**config.mk**
```make
export PLATFORM = sky130hd
export DESIGN_NAME = ring_buffer
export DESIGN_NICKNAME = d
export VERILOG_FILES = /design/src/rtl/ring_buffer.sv
export SDC_FILE = /design/constraint.sdc
export NUM_CORES = 1
export LEC_CHECK = 0
export ABC_CLOCK_PERIOD_IN_PS = 3370
export BUFFER_PORTS_ARGS = -buffer_cell sky130_fd_sc_hd__buf_2
export CORE_ASPECT_RATIO = 1.2
export CORE_MARGIN = 2
export CORE_UTILIZATION = 50
export CTS_BUF_LIST = sky130_fd_sc_hd__clkbuf_2 sky130_fd_sc_hd__clkbuf_4 sky130_fd_sc_hd__clkbuf_8
export DETAILED_ROUTE_END_ITERATION = 10
export HOLD_SLACK_MARGIN = 0.12
export PLACE_DENSITY = 0.7
export SYNTH_ARGS = -nofsm -noshare
export SYNTH_HDL_FRONTEND = slang
export SYNTH_SLANG_ARGS = --single-unit
```
**constraint.sdc**
```tcl
create_clock -name clk -period 3.37 [get_ports clk]
set_input_delay 0.1685 -clock clk [delete_from_list [all_inputs] [get_ports clk]]
set_output_delay 0.1685 -clock clk [all_outputs]
set_load 0.01 [all_outputs]
```
**src/rtl/ring_buffer.sv**
```systemverilog
// Single-clock circular-buffer FIFO for byte streams in the UART RPN datapath.
// Pops land in a registered output; `available` flags at least one unread word.
module ring_buffer #(
    parameter int WIDTH = 8,
    parameter int DEPTH = 16
) (
    input  logic             clk,
    input  logic             rst,
    input  logic [WIDTH-1:0] in,
    input  logic             write_en,
    output logic [WIDTH-1:0] out,
    input  logic             read_en,
    output logic             available
);

    localparam int ADDR_W = $clog2(DEPTH);
    localparam logic [ADDR_W:0] CNT_FULL = (ADDR_W+1)'(DEPTH);

    logic [WIDTH-1:0]  mem_q [DEPTH];
    logic [ADDR_W-1:0] wr_ptr_q, wr_ptr_d;
    logic [ADDR_W-1:0] rd_ptr_q, rd_ptr_d;
    logic [ADDR_W:0]   count_q, count_d;
    logic [WIDTH-1:0]  out_q, out_d;
    logic              empty, full, rd_acc, wr_acc;

    always_comb begin
        empty    = (count_q == '0);
        full     = (count_q == CNT_FULL);
        rd_acc   = read_en && !empty;
        // A read on a full buffer frees the slot this write lands in.
        wr_acc   = write_en && (!full || rd_acc);

        wr_ptr_d = wr_ptr_q;
        rd_ptr_d = rd_ptr_q;
        count_d  = count_q;
        out_d    = out_q;

        if (rd_acc) begin
            out_d    = mem_q[rd_ptr_q];
            rd_ptr_d = rd_ptr_q + ADDR_W'(1);
        end
        if (wr_acc) begin
            wr_ptr_d = wr_ptr_q + ADDR_W'(1);
        end

        case ({wr_acc, rd_acc})
            2'b10:   count_d = count_q + (ADDR_W+1)'(1);
            2'b01:   count_d = count_q - (ADDR_W+1)'(1);
            default: count_d = count_q;
        endcase
    end

    always_ff @(posedge clk) begin
        if (rst) begin
            wr_ptr_q <= '0;
            rd_ptr_q <= '0;
            count_q  <= '0;
            out_q    <= '0;
        end else begin
            wr_ptr_q <= wr_ptr_d;
            rd_ptr_q <= rd_ptr_d;
            count_q  <= count_d;
            out_q    <= out_d;
        end
    end

    // Storage is intentionally not cleared by reset; only the pointers are.
    always_ff @(posedge clk) begin
        if (!rst && wr_acc) begin
            mem_q[wr_ptr_q] <= in;
        end
    end

    assign out       = out_q;
    assign available = !empty;

endmodule

```
==> out/qor.yml <==
finish:
  post_layout_nets: 428
  final_layout_size_suffix_gt1_share_pct: 20.24
  fin_util_pct: 57.43
  insertedDiodeCount: 0
  multi_input_gate_area_mm2: 0.001683
  fin_cells: 581
  finish.instance_area_mm2: 0.006860
  area_growth_from_synthesis_to_layout_pct: 13.14
  fillCellCount: 962
  regArea_mm2: 0.004265
floorplan:
  placeableCoreArea_mm2: 0.01195
  io_pins: 21
  die-area_mm2: 0.01303
  floorplan.die.width_um: 104.5
  die-height_um: 124.6
  start_util_pct: 50.75
  num_rows: 44
logic_synthesis:
  synth_edf_count: 128
  post_synthesis_cell_count: 372
  ys.warnings.count: 0
  syn-num-nets: 393
  synthDistinctLibCells: 42
  yosys-top-cells-count: "edfxtp_1, nor2_1, mux2i_1, dfxtp_1"
  postSynthRegisterBits: 149
  share_of_synthesized_flip_flops_with_an_asynchronous_set_or_reset_pct: 0
  synth_top_cell_by_area: "edfxtp_1"
  post_synth_instance_area_mm2: 0.006063
  netlist_top_cells_area: "edfxtp_1, dfxtp_1, mux4_2"
  synth_top_cell_area_share_pct: 63.39
  ys_dominant_reg_cell: "edfxtp_1"
  synth.most_common_cell: "edfxtp_1"
  yosysSeqAreaShare_pct: 70.33
  synthesis.area_per_instance_um2: 16.30
power_and_ir_drop:
  seq_power_share_pct: 46.3
  power.static_leakage_nw: 2.214
  cellPowerDensity_mw_per_mm2: 689.8
  power.net_switching_mw: 1.340
  internal-power_mw: 3.393
  netSwitchingFraction_pct: 28.31
  pwr-share-comb_pct: 22.0
  power.ir.vdd_worst_mv: 0.2409
  clock_power_share_pct: 31.7
worst_setup_path:
  critPathRequiredTime_ps: 3700
  crit_path_max_fanout: 7
  cp-end-kind: "register"
  worstSetupPathType: "reg2reg"
  setup.worst_path.start_class: "register"
  worstPathArrival_ps: 3250
  reg2reg_setup_slack_ps: 450
sta:
  final-hold-violation-count: 0
  tns_ps: 0
  report.final.setup_viol: 0
  worst_hold_slack_ps: 173.4
  timing.final.crit_share_pct: 86.60
  period_needed_ps: 2918
  final-max-slew-violation-count: 0
  timing.clock.skew_ps: 12.13
  max_freq_mhz: 342.6
  rsz0062_at_grt: "no"
  tightest_slew_ps: 968.1
  timing.slew.headroom_pct: 35.33
clock_network:
  cts.clk_slew.worst_paths_ps: 80
  clock_tree.htree_level_count: 4
  cts-buffers-inserted: 17
  clk_path_buf_depth: 2
  clk_root_buffer_cell: "clkbuf_8"
  tritoncts: "built"
  clk-insertion-delay-late_ps: 430
  clock-sinks: 149
flow_run:
  max-cap-violations: 0
place:
  dp_cells: 541
  io_buffer_count: 20
  postPlaceCellArea_mm2: 0.006341
  place_congestion: 0.7933
  hpwlAfterDp_mm: 7.725
outcome:
  run_status: "finished, final reports clean"
global_routing:
  grt_first_pass_wirelength_mm: 19.17
  initial_antenna_violation_count: 0
  grt_start_max_net_pins: 38
  grt_remaining_overflow: 0
  number_of_global_route_vias_before_repair: 3391
  global_route.usage.total_pct: 19.79
drt:
  detail-route-antenna-nets: 0
  detail_route.wl_per_cell_um: 20.33
  vias: 3234
  drc: 0
  drt_iter0_drc: 219
  drt-vias-per-instance: 5.566
  drt-pass1-iter-count: 4
  drt_wl_total_mm: 11.81
hold_path:
  hold_path_class: "in2reg"
==> per-layer routing <==
| layer | GRT usage [%] | wire length, um | vias up |
|---|---|---|---|
| li1 | - | - | 1509 |
| met1 | 26.16 | 4996 | 1625 |
| met2 | 31.60 | 6010 | 96 |
| met3 | 4.919 | 704 | 4 |
| met4 | 7.870 | 96 | 0 |
| met5 | 0 | 0 | - |
==> worst max-delay path, cell delays in order, from the launching register on <==
cell and delay (ps):
dfxtp_1 350, or4_1 720, o21ai_2 210, nor2_1 110, ha_1 360, nand2b_1 80
a21oi_1 340, mux2_2 380, a221oi_1 270
==> cell families after synthesis <==
| family | count (synthesis) | synth area share, % |
|---|---|---|
| buffers and inverters | 26 | 1.919 |
| adders and majority gates | 9 | 1.981 |
| AOI/OAI and AO/OA | 39 | 4.602 |
| DFF | 149 | 70.33 |
| xor gates and xnor gates | 6 | 0.8667 |
| and+or+nand+nor | 86 | 6.913 |
| muxes | 57 | 13.39 |
==> sequential cells by signal, indices dropped and copies added, names as in the netlist <==
| name | cells |
|---|---|
| count_q | 5 |
| mem_q | 128 |
| out | 8 |
| rd_ptr_q | 4 |
| wr_ptr_q | 4 |
==> layout make-up <==
type                       count  share of cell area [%]
sequential                   149                   62.17
multi-input combinational    197                   24.53
timing repair buffer          35                   3.575
clock buffer                  18                   3.520
tap                          161                   2.936
clock inverter                14                   2.882
inverter                       7                  0.3830
==> final timing paths <==
path / endpoint / start / cells after the start
hold / removal: rd_ptr_q[3] / read_en / 4
setup / recovery: count_q[4] / count_q[0] / 8
setup reg to reg: count_q[4] / count_q[0] / 8
hold reg to reg: out[6] / out[6] / 2
==> placed cells by master, fill, tap and decap left out, types with 6 or more instances in the layout <==
cell,netlist,layout
edfxtp_1,128,128
nor2_1,39,39
mux2i_1,35,35
dfxtp_1,21,20
buf_2,9,20
clkbuf_8,0,17
mux4_2,16,16
o22ai_1,16,16
nor4_1,9,9
nand2_1,8,8
a22o_1,8,8
nor3_1,8,8
ha_1,8,8
dlygate4sd3_1,0,8
inv_1,7,7
nand2b_1,6,6
buf_4,0,6
==> through the flow <==
step | setup slack (ps) | power, mW
finish | 451.5 | 4.732
global route | 263.7 | 4.953
CTS | 456.6 | 4.769
detailed placement | 481.9 | 3.266
global placement | 621.0 | 3.231
floorplan | 621.6 | 2.994
==> power groups by stage <==
| stage | combinational [mW] | clock (mW) | sequential, mW |
|---|---|---|---|
| floorplan | 0.768 | 0 | 2.23 |
| detailed placement | 1.03 | 0 | 2.24 |
| global placement | 1.00 | 0 | 2.23 |
| CTS | 1.05 | 1.53 | 2.19 |
| finish | 1.04 | 1.50 | 2.19 |
| global route | 1.14 | 1.60 | 2.21 |
==> repair_timing <==
action / 4_1_cts / 5_1_grt
resized for setup: 0 / 0
hold endpoints to repair: 101 / 0
hold buffers: 8 / 0
setup buffers: 0 / 0
Note: power is estimated with default switching activity, not from simulation.
